`config.mk`:
```
export PLATFORM = sky130hd
export DESIGN_NAME = pipe_ctrl_unit
export DESIGN_NICKNAME = d
export VERILOG_FILES = /design/src/rtl/pipe_ctrl_unit_pkg.sv /design/src/rtl/pipe_ctrl_unit_ctrl_decode.sv /design/src/rtl/pipe_ctrl_unit.sv
export SDC_FILE = /design/constraint.sdc
export NUM_CORES = 1
export LEC_CHECK = 0
export ABC_AREA = 0
export BUFFER_PORTS_ARGS = -buffer_cell sky130_fd_sc_hd__buf_2
export CAP_MARGIN = 10
export CELL_PAD_IN_SITES_DETAIL_PLACEMENT = 0
export CELL_PAD_IN_SITES_GLOBAL_PLACEMENT = 2
export CORE_ASPECT_RATIO = 0.7
export CORE_MARGIN = 8
export CORE_UTILIZATION = 29
export CTS_BUF_LIST = sky130_fd_sc_hd__clkbuf_16
export CTS_CLUSTER_SIZE = 30
export DETAILED_ROUTE_END_ITERATION = 16
export GPL_TIMING_DRIVEN = 0
export MAX_ROUTING_LAYER = met4
export PLACE_DENSITY_LB_ADDON = 0.08
export SETUP_SLACK_MARGIN = 0.4
export SLEW_MARGIN = 30
export SYNTH_ARGS = -nofsm -noshare
export SYNTH_HDL_FRONTEND = slang
export SYNTH_SLANG_ARGS = --single-unit
```
`constraint.sdc`:
```
create_clock -name clk -period 2.75 [get_ports clk]
set_input_delay 0.275 -clock clk [delete_from_list [all_inputs] [get_ports clk]]
set_output_delay 0.275 -clock clk [all_outputs]
set_load 0.01 [all_outputs]
```
`src/rtl/pipe_ctrl_unit_pkg.sv`:
```
// ------------------------------------------------------------------------
// pipe_ctrl_unit_pkg : opcodes, control-bit indices and select encodings
// Revision 1.0
// ------------------------------------------------------------------------
`default_nettype none

package pipe_ctrl_unit_pkg;

   localparam logic [5:0] c_op_rtype = 6'b000000;
   localparam logic [5:0] c_op_j     = 6'b000010;
   localparam logic [5:0] c_op_beq   = 6'b000100;
   localparam logic [5:0] c_op_bne   = 6'b000101;
   localparam logic [5:0] c_op_addi  = 6'b001000;
   localparam logic [5:0] c_op_andi  = 6'b001100;
   localparam logic [5:0] c_op_ori   = 6'b001101;
   localparam logic [5:0] c_op_lw    = 6'b100011;
   localparam logic [5:0] c_op_sw    = 6'b101011;

   // Bit positions inside the 12-bit control word
   localparam int c_sig_aluop2     = 11;
   localparam int c_sig_invbranch  = 10;
   localparam int c_sig_zeroextend = 9;
   localparam int c_sig_regdst     = 8;
   localparam int c_sig_alusrcb    = 7;
   localparam int c_sig_memtoreg   = 6;
   localparam int c_sig_writereg   = 5;
   localparam int c_sig_memwrite   = 4;
   localparam int c_sig_branch     = 3;
   localparam int c_sig_aluop1     = 2;
   localparam int c_sig_aluop0     = 1;
   localparam int c_sig_jump       = 0;

   localparam logic [1:0] PC_SEQ = 2'd0;
   localparam logic [1:0] PC_BR  = 2'd1;
   localparam logic [1:0] PC_JMP = 2'd2;

   localparam logic [1:0] FWD_RF  = 2'd0;
   localparam logic [1:0] FWD_WB  = 2'd1;
   localparam logic [1:0] FWD_MEM = 2'd2;

   function automatic logic op_uses_rs(input logic [5:0] op);
      case (op)
         c_op_rtype, c_op_lw, c_op_sw, c_op_beq, c_op_bne,
         c_op_addi, c_op_andi, c_op_ori: op_uses_rs = 1'b1;
         default:                        op_uses_rs = 1'b0;
      endcase
   endfunction

   function automatic logic op_uses_rt(input logic [5:0] op);
      case (op)
         c_op_rtype, c_op_sw, c_op_beq, c_op_bne: op_uses_rt = 1'b1;
         default:                                 op_uses_rt = 1'b0;
      endcase
   endfunction

endpackage

`default_nettype wire

```
`src/rtl/pipe_ctrl_unit_ctrl_decode.sv`:
```
// ------------------------------------------------------------------------
// pipe_ctrl_unit_ctrl_decode : combinational opcode to control-word decoder
// Revision 1.0
// ------------------------------------------------------------------------
`default_nettype none

module pipe_ctrl_unit_ctrl_decode
   import pipe_ctrl_unit_pkg::*;
#(
   parameter int OP_W  = 6,
   parameter int SIG_W = 12
) (
   input  logic [OP_W-1:0]  op,
   output logic [SIG_W-1:0] sig
);

   always_comb begin
      sig = '0;
      case (op)
         c_op_rtype: begin
            sig[c_sig_regdst]   = 1'b1;
            sig[c_sig_writereg] = 1'b1;
            sig[c_sig_aluop1]   = 1'b1;
         end
         c_op_lw: begin
            sig[c_sig_alusrcb]  = 1'b1;
            sig[c_sig_memtoreg] = 1'b1;
            sig[c_sig_writereg] = 1'b1;
         end
         c_op_sw: begin
            sig[c_sig_alusrcb]  = 1'b1;
            sig[c_sig_memwrite] = 1'b1;
         end
         c_op_beq: begin
            sig[c_sig_branch] = 1'b1;
            sig[c_sig_aluop0] = 1'b1;
         end
         c_op_bne: begin
            sig[c_sig_branch]    = 1'b1;
            sig[c_sig_invbranch] = 1'b1;
            sig[c_sig_aluop0]    = 1'b1;
         end
         c_op_j: begin
            sig[c_sig_jump] = 1'b1;
         end
         c_op_addi: begin
            sig[c_sig_alusrcb]  = 1'b1;
            sig[c_sig_writereg] = 1'b1;
         end
         // Logical immediates zero-extend and select the ALU's AND/OR ops
         c_op_andi: begin
            sig[c_sig_aluop2]     = 1'b1;
            sig[c_sig_zeroextend] = 1'b1;
            sig[c_sig_alusrcb]    = 1'b1;
            sig[c_sig_writereg]   = 1'b1;
         end
         c_op_ori: begin
            sig[c_sig_aluop2]     = 1'b1;
            sig[c_sig_zeroextend] = 1'b1;
            sig[c_sig_alusrcb]    = 1'b1;
            sig[c_sig_writereg]   = 1'b1;
            sig[c_sig_aluop0]     = 1'b1;
         end
         default: ;
      endcase
   end

endmodule

`default_nettype wire

```
`src/rtl/pipe_ctrl_unit.sv`:
```
// ------------------------------------------------------------------------
// pipe_ctrl_unit : pipelined control, hazard and PC-select unit (FORWARD_EN)
// Revision 1.0
// ------------------------------------------------------------------------
`default_nettype none

module pipe_ctrl_unit
   import pipe_ctrl_unit_pkg::*;
#(
   parameter int REG_AW = 5,
   parameter int OP_W   = 6,
   parameter int SIG_W  = 12
) (
   input  logic              clk,
   input  logic              rst,
   input  logic [OP_W-1:0]   op,
   input  logic [REG_AW-1:0] rs,
   input  logic [REG_AW-1:0] rt,
   input  logic [REG_AW-1:0] rd,
   input  logic              ex_zero,
   output logic [SIG_W-1:0]  ex_sig,
   output logic [SIG_W-1:0]  mem_sig,
   output logic [SIG_W-1:0]  wb_sig,
   output logic [REG_AW-1:0] ex_wreg,
   output logic [REG_AW-1:0] mem_wreg,
   output logic [REG_AW-1:0] wb_wreg,
   output logic              stall,
   output logic              flush_if,
   output logic [1:0]        pc_sel,
   output logic [1:0]        fwd_a,
   output logic [1:0]        fwd_b
);

   logic [SIG_W-1:0]  w_id_sig;
   logic [REG_AW-1:0] w_id_wreg;
   logic              w_use_rs;
   logic              w_use_rt;
   logic              w_rs_haz;
   logic              w_rt_haz;
   logic              w_br_taken;
   logic              w_bubble;

   logic [SIG_W-1:0]  r_ex_sig;
   logic [SIG_W-1:0]  r_mem_sig;
   logic [SIG_W-1:0]  r_wb_sig;
   logic [REG_AW-1:0] r_ex_wreg;
   logic [REG_AW-1:0] r_mem_wreg;
   logic [REG_AW-1:0] r_wb_wreg;

   pipe_ctrl_unit_ctrl_decode #(
      .OP_W  (OP_W),
      .SIG_W (SIG_W)
   ) u_ctrl_decode (
      .op  (op),
      .sig (w_id_sig)
   );

   assign w_use_rs  = op_uses_rs(op);
   assign w_use_rt  = op_uses_rt(op);
   assign w_id_wreg = w_id_sig[c_sig_writereg]
                    ? (w_id_sig[c_sig_regdst] ? rd : rt)
                    : '0;

   assign w_br_taken = r_ex_sig[c_sig_branch] & (ex_zero ^ r_ex_sig[c_sig_invbranch]);

   // Stage tags are already zero for non-writers, so a nonzero source match means a live producer
`ifdef FORWARD_EN
   logic w_ex_is_load;
   assign w_ex_is_load = r_ex_sig[c_sig_memtoreg] && (r_ex_wreg != '0);
   assign w_rs_haz = w_use_rs && (rs != '0) && w_ex_is_load && (rs == r_ex_wreg);
   assign w_rt_haz = w_use_rt && (rt != '0) && w_ex_is_load && (rt == r_ex_wreg);
`else
   assign w_rs_haz = w_use_rs && (rs != '0) && ((rs == r_ex_wreg) || (rs == r_mem_wreg));
   assign w_rt_haz = w_use_rt && (rt != '0) && ((rt == r_ex_wreg) || (rt == r_mem_wreg));
`endif

   always_comb begin
      stall    = 1'b0;
      flush_if = 1'b0;
      pc_sel   = PC_SEQ;
      if (w_br_taken) begin
         pc_sel   = PC_BR;
         flush_if = 1'b1;
      end else if (w_rs_haz || w_rt_haz) begin
         stall = 1'b1;
      end else if (w_id_sig[c_sig_jump]) begin
         pc_sel   = PC_JMP;
         flush_if = 1'b1;
      end
   end

   assign w_bubble = w_br_taken | stall;

   always_ff @(posedge clk) begin
      if (rst) begin
         r_ex_sig   <= '0;
         r_mem_sig  <= '0;
         r_wb_sig   <= '0;
         r_ex_wreg  <= '0;
         r_mem_wreg <= '0;
         r_wb_wreg  <= '0;
      end else begin
         r_wb_sig   <= r_mem_sig;
         r_wb_wreg  <= r_mem_wreg;
         r_mem_sig  <= r_ex_sig;
         r_mem_wreg <= r_ex_wreg;
         if (w_bubble) begin
            r_ex_sig  <= '0;
            r_ex_wreg <= '0;
         end else begin
            r_ex_sig  <= w_id_sig;
            r_ex_wreg <= w_id_wreg;
         end
      end
   end

`ifdef FORWARD_EN
   logic [REG_AW-1:0] r_ex_rs;
   logic [REG_AW-1:0] r_ex_rt;

   // Unused sources are captured as r0 so they can never select a bypass
   always_ff @(posedge clk) begin
      if (rst || w_bubble) begin
         r_ex_rs <= '0;
         r_ex_rt <= '0;
      end else begin
         r_ex_rs <= w_use_rs ? rs : '0;
         r_ex_rt <= w_use_rt ? rt : '0;
      end
   end

   always_comb begin
      fwd_a = FWD_RF;
      fwd_b = FWD_RF;
      if (r_mem_sig[c_sig_writereg] && (r_mem_wreg != '0) && (r_mem_wreg == r_ex_rs))
         fwd_a = FWD_MEM;
      else if (r_wb_sig[c_sig_writereg] && (r_wb_wreg != '0) && (r_wb_wreg == r_ex_rs))
         fwd_a = FWD_WB;
      if (r_mem_sig[c_sig_writereg] && (r_mem_wreg != '0) && (r_mem_wreg == r_ex_rt))
         fwd_b = FWD_MEM;
      else if (r_wb_sig[c_sig_writereg] && (r_wb_wreg != '0) && (r_wb_wreg == r_ex_rt))
         fwd_b = FWD_WB;
   end
`else
   assign fwd_a = FWD_RF;
   assign fwd_b = FWD_RF;
`endif

   assign ex_sig   = r_ex_sig;
   assign mem_sig  = r_mem_sig;
   assign wb_sig   = r_wb_sig;
   assign ex_wreg  = r_ex_wreg;
   assign mem_wreg = r_mem_wreg;
   assign wb_wreg  = r_wb_wreg;

endmodule

`default_nettype wire

```
### Yosys cells after proc, flatten, opt, wreduce, memory -nomap -nowiden

Index checks and enable logic that the tools add are counted.
Widths: inputs -> output; s select.

| word-level totals | value |
|---|---|
| bits in registers | 51 |
| bits of input ports | 24 |
| output and inout bits | 59 |
| logic and storage cells | 62 |

| cells by class | value |
|---|---|
| eq/ne operators | 12 |
| muxes and demuxes | 21 |
| bitwise operators | 4 |
| reduce and logical (&&, ||, !) cells | 19 |

Operator list:

| kind | count |
|---|---|
| $eq 5x5->1 | 4 |
| $eq 6x4->1 const B | 3 |
| $mux 1 | 17 |
| $eq 6x3->1 const B | 2 |
| $eq 6x6->1 const B | 2 |
| $reduce_bool 5->1 | 2 |
| $reduce_or 5->1 | 2 |
| $reduce_or 8->1 | 1 |
| $eq 6x2->1 const B | 1 |
| $logic_not 6->1 | 1 |
| $mux 2 | 3 |
| $reduce_or 2->1 | 3 |
| $reduce_or 3->1 | 2 |
| $mux 5 | 1 |
| $logic_and 1x1->1 | 4 |
| $reduce_or 4->1 | 1 |
| $logic_or 1x1->1 | 3 |
| $and 1x1->1 | 1 |
| $not 1->1 | 1 |
| $or 1x1->1 | 1 |
| $xor 1x1->1 | 1 |

### Logic depth before layout (Yosys ltp)

Gate-level depths: netlist of run 1.

| depth | value |
|---|---|
| depth after elaboration | 10 |
| mapped depth | 7 |
| depth with buffers taken out | 5 |

### Cells and area by module

Synthesis of run 1 repeated with hierarchy kept, for this count alone.

| unflattened totals | value |
|---|---|
| cells, all modules | 195 |
| area, all modules | 2060.7 µm² |

Modules (own cells, without submodules):

| module | instances | cells each | area an instance (µm²) | sequential area each (µm²) |
|---|---|---|---|---|
| pipe_ctrl_unit | 1 | 172 | 1910.6 | 1021.0 |
| pipe_ctrl_unit_ctrl_decode | 1 | 23 | 150.1 | 0.0 |

### Worst setup path after synthesis of run 1

OpenSTA, ideal clock, no wires.

| timing path | value |
|---|---|
| kind | input -> output |
| start point | in op[1] |
| end point | out stall |
| data arrival time | 1.728 ns |
| data required time | 2.475 ns |
| slack | 0.747 ns |
| stages on the path | 6 |
| path buffers | 2 |
| cell sequence | buf_6 > or4_1 > a221o_1 > o32ai_4 > buf_6 > and2_1 |

| on the way | value |
|---|---|
| longest elaborated chain between the ends | 8 |
| elaborated cells on any way between the ends | 19 |
| those cells by class | eq/ne: 7; mux: 4; reduce/logical: 8 |

RTL lines:

| what | line | source |
|---|---|---|
| start, declared | pipe_ctrl_unit.sv:16 | `input logic [OP_W-1:0] op,` |
| $eq 6x6->1 (tied with other cells) | pipe_ctrl_unit_pkg.sv:42, pipe_ctrl_unit_pkg.sv:50 |  |
| $reduce_or 8->1 / $reduce_or 4->1 (equally long branches) | pipe_ctrl_unit_pkg.sv:42, pipe_ctrl_unit_pkg.sv:50 |  |
| $mux 1 (on tied branches) | pipe_ctrl_unit_pkg.sv:42, pipe_ctrl_unit_pkg.sv:50 |  |
| $logic_and 1x1->1 (on tied branches) (2 in series) | pipe_ctrl_unit.sv:73, pipe_ctrl_unit.sv:74 |  |
| $logic_or 1x1->1 * | pipe_ctrl_unit.sv:84 | `end else if (w_rs_haz \|\| w_rt_haz) begin` |
| $mux 1 * | pipe_ctrl_unit.sv:84 |  |
| $mux 1 * | pipe_ctrl_unit.sv:81 | `if (w_br_taken) begin` |
| end, declared | pipe_ctrl_unit.sv:27 | `output logic stall,` |

Mark *: on every way between the ends. The rest lies on a longest branch, timed or not.

### Worst setup path after layout of run 1

| timing path | value |
|---|---|
| start point | reg r_ex_wreg[2] (netlist: ex_wreg[2]) |
| end point | out stall |

| on the way | value |
|---|---|
| longest elaborated chain between the ends | 6 |
| elaborated cells on any way between the ends | 9 |
| those cells by class | eq/ne: 2; mux: 2; reduce/logical: 5 |

RTL lines:

| what | line | source |
|---|---|---|
| start, declared | pipe_ctrl_unit.sv:46 | `logic [REG_AW-1:0] r_ex_wreg;` |
| start signal, assigned | pipe_ctrl_unit.sv:112 | `r_ex_wreg <= w_id_wreg;` |
| $eq 5x5->1 (on tied branches) | pipe_ctrl_unit.sv:73, pipe_ctrl_unit.sv:74 |  |
| $logic_or 1x1->1 (on tied branches) | pipe_ctrl_unit.sv:73, pipe_ctrl_unit.sv:74 |  |
| $logic_and 1x1->1 (on tied branches) | pipe_ctrl_unit.sv:73, pipe_ctrl_unit.sv:74 |  |
| $logic_or 1x1->1 * | pipe_ctrl_unit.sv:84 |  |
| $mux 1 * | pipe_ctrl_unit.sv:84 |  |
| $mux 1 * | pipe_ctrl_unit.sv:81 |  |

Marked as above.

==> results of run 1 <==
-- cell usage after synthesis, types with 2 or more instances --
master / n / area, um^2
sky130_fd_sc_hd__nor3_1: 13 / 65.06
sky130_fd_sc_hd__or3_1: 3 / 18.77
sky130_fd_sc_hd__mux2i_1: 5 / 50.05
sky130_fd_sc_hd__nand2_1: 4 / 15.01
sky130_fd_sc_hd__nor2b_1: 30 / 187.7
sky130_fd_sc_hd__buf_6: 2 / 22.52
sky130_fd_sc_hd__nor2_1: 9 / 33.78
sky130_fd_sc_hd__dfxtp_1: 45 / 900.9
sky130_fd_sc_hd__a22oi_1: 2 / 15.01
sky130_fd_sc_hd__inv_1: 3 / 11.26
sky130_fd_sc_hd__nor4_1: 4 / 25.02
sky130_fd_sc_hd__clkbuf_1: 5 / 18.77
sky130_fd_sc_hd__xor2_1: 21 / 183.9
sky130_fd_sc_hd__buf_4: 11 / 82.58
sky130_fd_sc_hd__or4_1: 3 / 22.52
-- power by group through the flow --
stage / clock network, W / registers, W / logic, W
floorplan: 0 / 0.000677 / 0.0000561
global placement: 0 / 0.000676 / 0.000104
detailed placement: 0 / 0.000676 / 0.000104
CTS: 0.000690 / 0.000661 / 0.000104
global route: 0.000715 / 0.000661 / 0.000115
finish: 0.000671 / 0.000661 / 0.000103
-- cells in the final DEF, fill, tap and decap left out, types with 2 or more instances in the layout --
cell,n
sky130_fd_sc_hd__buf_2,77
sky130_fd_sc_hd__dfxtp_1,45
sky130_fd_sc_hd__nor2b_1,30
sky130_fd_sc_hd__xor2_1,21
sky130_fd_sc_hd__nor3_1,13
sky130_fd_sc_hd__buf_4,12
sky130_fd_sc_hd__nor2_1,9
sky130_fd_sc_hd__clkbuf_1,5
sky130_fd_sc_hd__mux2i_1,5
sky130_fd_sc_hd__clkbuf_16,5
sky130_fd_sc_hd__nand2_1,4
sky130_fd_sc_hd__inv_1,4
sky130_fd_sc_hd__nor4_1,4
sky130_fd_sc_hd__conb_1,4
sky130_fd_sc_hd__or4_1,3
sky130_fd_sc_hd__or3_1,3
sky130_fd_sc_hd__a22oi_1,2
sky130_fd_sc_hd__buf_6,2
-- state kept, by name (all words and copies together) (netlist names) --
signal	flops
ex_sig	10
ex_wreg	5
mem_sig	10
mem_wreg	5
wb_sig	10
wb_wreg	5
-- layer usage --
metal	share of wire	wire length (um)	up-vias	global-route usage
li1	-	-	754	-
met1	0.55	2674	643	0.1536
met2	0.38	1861	47	0.1477
met3	0.048	233	5	0.03030
met4	0.014	67	0	0.04832
met5	0	0	-	-
-- worst reg2reg max path, cell delays in order (launching register included) --
cell and delay [ns]:
sky130_fd_sc_hd__dfxtp_1 0.44, sky130_fd_sc_hd__xor2_1 0.18, sky130_fd_sc_hd__nor3_1 0.07, sky130_fd_sc_hd__a22oi_1 0.29, sky130_fd_sc_hd__o32ai_4 0.13, sky130_fd_sc_hd__buf_4 0.17
sky130_fd_sc_hd__a2111oi_0 0.47
-- repair_timing --
item                                   CTS  global route
setup buffers                            0             1
setup endpoints to repair                0             1
endpoints found under the hold margin    0             0
-- cell type report --
cell class                 count  share of cell area
multi-input combinational    113              0.3158
clock inverter                 3             0.01718
buffer                        19             0.05205
clock buffer                   5             0.05053
inverter                       3            0.004548
sequential                    45              0.3638
tap                           78             0.03941
timing repair buffer          77              0.1566
-- stage by stage --
step / setup WS (ns) / instance area [um^2] / std cells / utilization / total power, W
6_report: 0.5767 / 2476 / 343 / 0.4042 / 0.001436
5_1_grt: 0.3914 / 2476 / 343 / 0.4042 / 0.001492
4_1_cts: 0.4702 / 2469 / 342 / 0.4030 / 0.001455
3_5_place_dp: 0.5325 / 2301 / 334 / 0.3756 / 0.0007796
3_3_place_gp: 0.5160 / 2301 / 334 / 0.3756 / 0.0007795
2_1_floorplan: 0.7472 / 1823 / 180 / - / 0.0007334
-- kinds of logic (layout without fill, tap and decap cells) --
group	after synthesis	after routing	synth area share
buf+inv	22	107	0.07735
xor+xnor	21	21	0.1015
mux	5	5	0.02763
simple gates	74	74	0.2445
compound gates	9	9	0.04973
flops	45	45	0.4972
other cells	1	4	0.002070
-- worst max-delay path by stage --
stage	to	depth (start not counted)
CTS	stall	7
global placement	stall	8
global route	stall	7
detailed placement	stall	8
finish	stall	7
floorplan	stall	6
==> flow_metrics.tcl, run 1 <==
set metrics [dict create \
    design.core.area_um2 6126 \
    antenna_left 0 \
    nFillCells 645 \
    synth_area_um2 1812 \
    via_per_inst 4.224 \
    report.final.hold_viol_count 0 \
    die_y_um 82.13 \
    drc_errors 0 \
    globalRoute.totalOverflow 0 \
    setup.worst_path.end_class "output port" \
    hold_depth 3 \
    cts_tree "done" \
    netlist-cell-type-count 32 \
    cpLargestDelayFamily "flip-flops" \
    crit_path_start_kind "register" \
    clock.fmax_mhz 460.1 \
    cap_violations 0 \
    areaGrowthSynthToFinish_pct 36.67 \
    die_w_um 110.5 \
    combPwrFrac 0.072 \
    via_count 1449 \
    worstSetupStartpoint "ex_wreg[2]" \
    grt_first_pass_wirelength_um 7755 \
    start_util 0.2958 \
    finalSetupTns_ns 0 \
    cts-root-to-sink-buffers 2 \
    grt_pass1_vias 1494 \
    cts_hold_repair.buffers 0 \
    crit_path_cell_trace "xor2_1, nor3_1, a22oi_1, o32ai_4, buf_6, and2_1, buf_2" \
    clock_transition_at_the_register_clock_pins_on_the_worst_setup_and_hold_paths_after_cts_ns 0.06 \
    report.final.slew_viol_count 0 \
    sw_frac_of_total 0.2140 \
    irDropWorstVdd_mv 0.2279 \
    routed_wirelength_um 4837 \
    dr.first_iter.drc_count 62 \
    cellLeakagePower_nw 1.248 \
    slowest_stage "sky130_fd_sc_hd__dfxtp_1" \
    yosysWarningCount 0 \
    layout.nets 288 \
    drt_pass1_iterations 4 \
    post-dp-hpwl_um 3878 \
    dieArea_um2 9073 \
    cts_repair_resize_count 0 \
    ys_ff_latch 45 \
    overall_global_routing_usage 0.1115 \
    gpl.final_weighted_congestion 0.7729 \
    clock_latency_ns 0.28 \
    portBuffers 76 \
    multi_input_area_um2 782.0 \
    pwr-share-seq 0.460 \
    cp.arrival_ns 1.90 \
    power_switching_w 0.0003072 \
    worst_min_path_class "input pin to register" \
    clock_power_share 0.468 \
    crit_fanout 10 \
    reg2reg_launch_point "ex_wreg[2]" \
    worstPathBufferInverterCount 2 \
    clockRootBuffer "sky130_fd_sc_hd__clkbuf_16" \
    cp_slowest_stage_delay_ns 0.44 \
    final-setup-viol-count 0 \
    seq_area_frac_synth 0.4972 \
    critPathRequiredTime_ns 2.48 \
    final_layout_size_suffix_gt1_frac 0.3849 \
    detail_route.wl_per_cell_um 14.10 \
    tritoncts.num_buffers 5 \
    num_io_pins 83 \
    antenna_diode_instance_count 0 \
    final.min_clock_period_ns 2.173 \
    r2r_setup_slack_ns 0.85 \
    path_class "register to output port" \
    cellInternalPower_w 0.001128 \
    timing.clock.skew_ns 0.004622 \
    outcome "completed" \
    clock-sinks 45 \
    max_slew.worst_pin.slew_ns 0.4687 \
    min_period_over_period 0.7903 \
    power_density_nw_per_um2 579.8 \
    grt_setup_unrepaired "false" \
    hold_path_end "ex_wreg[4]" \
    antenna_violations_before_repair 0 \
    synthFlopType "sky130_fd_sc_hd__dfxtp_1" \
    htree_levels 2 \
    synthArstFlopShare 0 \
    timing.hold.worst.start "rd[4]" \
    rows 24 \
    avgSynthCellArea_um2 10.24 \
    reg2reg_depth 6 \
    grt_start_max_net_pins 15 \
    slew_headroom 0.6794 \
    area.sequential_um2 900.9 \
    synthesis.instances 177 \
    finalHoldWorstSlack_ns 0.2831 \
    synth_enable_flop_cells 0 \
    crit-reg2reg-capture "ex_sig[1]" \
]
Power figures use the tool's default switching activity.
==> run 2, diff against run 1 <==
--- a/config.mk
+++ b/config.mk
@@ -12,7 +12,7 @@
 export CELL_PAD_IN_SITES_GLOBAL_PLACEMENT = 2
 export CORE_ASPECT_RATIO = 0.7
 export CORE_MARGIN = 8
-export CORE_UTILIZATION = 29
+export CORE_UTILIZATION = 24
 export CTS_BUF_LIST = sky130_fd_sc_hd__clkbuf_16
 export CTS_CLUSTER_SIZE = 30
 export DETAILED_ROUTE_END_ITERATION = 16
==> constraint.sdc (replaced) <==
create_clock -name clk -period 1.9 [get_ports clk]
set_input_delay 0.19 -clock clk [delete_from_list [all_inputs] [get_ports clk]]
set_output_delay 0.19 -clock clk [all_outputs]
set_load 0.01 [all_outputs]
==> run 2 against run 1 <==
The flow now finishes with violations (negative setup slack). Cell area increased by 11%. Sequential power grew 44%. Worst hold slack got worse by 0.16 ns. Critical path type unchanged. Critical endpoint unchanged.
==> flow_metrics.tcl, run 2 (synthesis results as in run 1) <==
set metrics [dict create \
    layout.cells.most_common_list "72 x sky130_fd_sc_hd__buf_2, 34 x sky130_fd_sc_hd__dfxtp_1, 30 x sky130_fd_sc_hd__nor2b_1, 17 x sky130_fd_sc_hd__xor2_1, 12 x sky130_fd_sc_hd__buf_4" \
    layoutNonFillerInstCount 367 \
    dr.first_iter.drc_count 46 \
    antenna_left 0 \
    setup.worst_path.end_class "output port" \
    min_period_over_period 1.006 \
    outcome "complete, but fails checks" \
    slowest_stage "sky130_fd_sc_hd__dfxtp_4" \
    irDropWorstVdd_mv 0.3249 \
    grt_pass1_vias 1505 \
    detail_route.wl_per_cell_um 14.75 \
    clockRootBuffer "sky130_fd_sc_hd__clkbuf_16" \
    antenna_violations_before_repair 0 \
    final_layout_size_suffix_gt1_frac 0.5093 \
    clock.fmax_mhz 523.4 \
    cp_slowest_stage_delay_ns 0.37 \
    overall_global_routing_usage 0.1031 \
    dieArea_um2 10630 \
    highest-signal-layer "met4" \
    crit_path_start_kind "register" \
    post-dp-hpwl_um 4274 \
    grt_start_max_net_pins 15 \
    areaGrowthSynthToFinish_pct 51.66 \
    design.core.area_um2 7320 \
    failed_checks "negative setup slack" \
    clock_latency_ns 0.29 \
    critPathRequiredTime_ns 1.71 \
    placedInstanceArea_um2 2332 \
    rows 26 \
    cts_tree "done" \
    cts-root-to-sink-buffers 2 \
    drt-met1-wl_um 2696 \
    grt_setup_unrepaired "true" \
    cellLeakagePower_nw 1.315 \
    grt_first_pass_wirelength_um 8162 \
    utilization_of_the_core_after_routing 0.3754 \
    portBuffers 76 \
    clock_transition_at_the_register_clock_pins_on_the_worst_setup_and_hold_paths_after_cts_ns 0.07 \
    tritoncts.num_buffers 5 \
    final.min_clock_period_ns 1.910 \
    timing.clock.skew_ns 0.006836 \
    final-setup-viol-count 1 \
    nFillCells 770 \
    wl_met2_um 2357 \
    cp_common_cell "sky130_fd_sc_hd__buf_6" \
    path_class "register to output port" \
    report.final.slew_viol_count 0 \
    power_density_nw_per_um2 769.3 \
    start_util 0.2475 \
    slew_headroom 0.6455 \
    cp.arrival_ns 1.72 \
    worst_min_path_class "input pin to register" \
    final_area_um2 2748 \
    report.final.hold_viol_count 0 \
    timing.final.ws_setup_ns -0.01046 \
    gpl.final_weighted_congestion 0.7140 \
    via_count 1484 \
    die_w_um 119.8 \
    numPlacedInstances 354 \
    antenna_diode_instance_count 0 \
    crit_path_cell_trace "xor2_1, nor3_2, a22oi_2, o32ai_4, buf_6, and2_4, buf_6" \
    drc_errors 0 \
    max_slew.worst_pin.slew_ns 0.5317 \
    dr_wl_met3_um 281 \
    area.sequential_um2 924.6 \
    num_io_pins 83 \
    layout.nets 292 \
    cap_violations 0 \
    htree_levels 2 \
    finalHoldWorstSlack_ns 0.1209 \
    globalRoute.totalOverflow 0 \
    die_y_um 88.69 \
    drt_pass1_iterations 4 \
    clock-sinks 45 \
    layout.cells.most_common "sky130_fd_sc_hd__buf_2" \
    multi_input_area_um2 889.6 \
    cts_hold_repair.buffers 0 \
    routed_wirelength_um 5414 \
    via_per_inst 4.044 \
    crit_fanout 4 \
]
==> run 2: changes by cell type in the layout (fill, tap and decap cells not counted), moves of 4 or more <==
cell,change
sky130_fd_sc_hd__xor2_1,-4
sky130_fd_sc_hd__dfxtp_1,-11
sky130_fd_sc_hd__xor2_2,+4
sky130_fd_sc_hd__dfxtp_2,+7
sky130_fd_sc_hd__buf_6,+6
sky130_fd_sc_hd__dfxtp_4,+4
sky130_fd_sc_hd__buf_2,-5
==> run 2: per-layer routing <==
layer / vias up / track usage
li1: 751 / -
met2: 45 / 0.1466
met1: 682 / 0.1359
met5: - / -
met4: 0 / 0.04063
met3: 6 / 0.02741
==> run 2: through the flow <==
| stage | setup TNS [ns] | worst slack, ns | power, W |
|---|---|---|---|
| after global routing | -0.05905 | -0.05905 | 0.002209 |
| after floorplan | 0 | 0.1146 | 0.001063 |
| after detailed placement | -0.3131 | -0.1586 | 0.001131 |
| after global placement | -0.2790 | -0.1706 | 0.001132 |
| after CTS | -0.06896 | -0.06896 | 0.002130 |
| final | -0.01046 | -0.01046 | 0.002114 |
==> run 2: worst paths after layout <==
kind | to | from | cells after the start | slack, ns
hold / removal | ex_sig[4] | op[4] | 2 | 0.12
setup reg to reg | ex_wreg[3] | ex_wreg[4] | 8 | 0.14
hold reg to reg | wb_sig[3] | mem_sig[3] | 1 | 0.46
setup / recovery | stall | ex_wreg[4] | 7 | -0.01
==> run 2: cell type report <==
class / instances / share of cell area
Buffer: 19 / 0.05464
Multi-Input combinational cell: 113 / 0.3238
Inverter: 3 / 0.005009
Tap cell: 98 / 0.04463
Clock buffer: 5 / 0.04554
Clock inverter: 3 / 0.01548
Sequential cell: 45 / 0.3365
Timing Repair Buffer: 81 / 0.1744
==> run 2: worst max-delay path: cells and delay by family (launching register included) <==
family	cells	cell delay, ns
buffers and inverters	2	0.23
DFF	1	0.37
AOI/OAI and AO/OA	2	0.37
and+or+nand+nor	2	0.32
xor gates and xnor gates	1	0.15
==> run 2: what timing repair did <==
item                                    4_1_cts  5_1_grt
setup buffers                                 4        0
resized for setup                            25       30
pin swaps                                     7        5
endpoints found under the setup margin       17       18
cloned                                        1        0
==> run 2: where the power goes <==
part	internal [W]	switching [W]	leakage (nW)	total [W]
clock network	0.000618	0.000367	0.0852	0.000985
registers	0.000946	0.00000640	0.370	0.000953
logic	0.0000798	0.0000971	0.860	0.000177
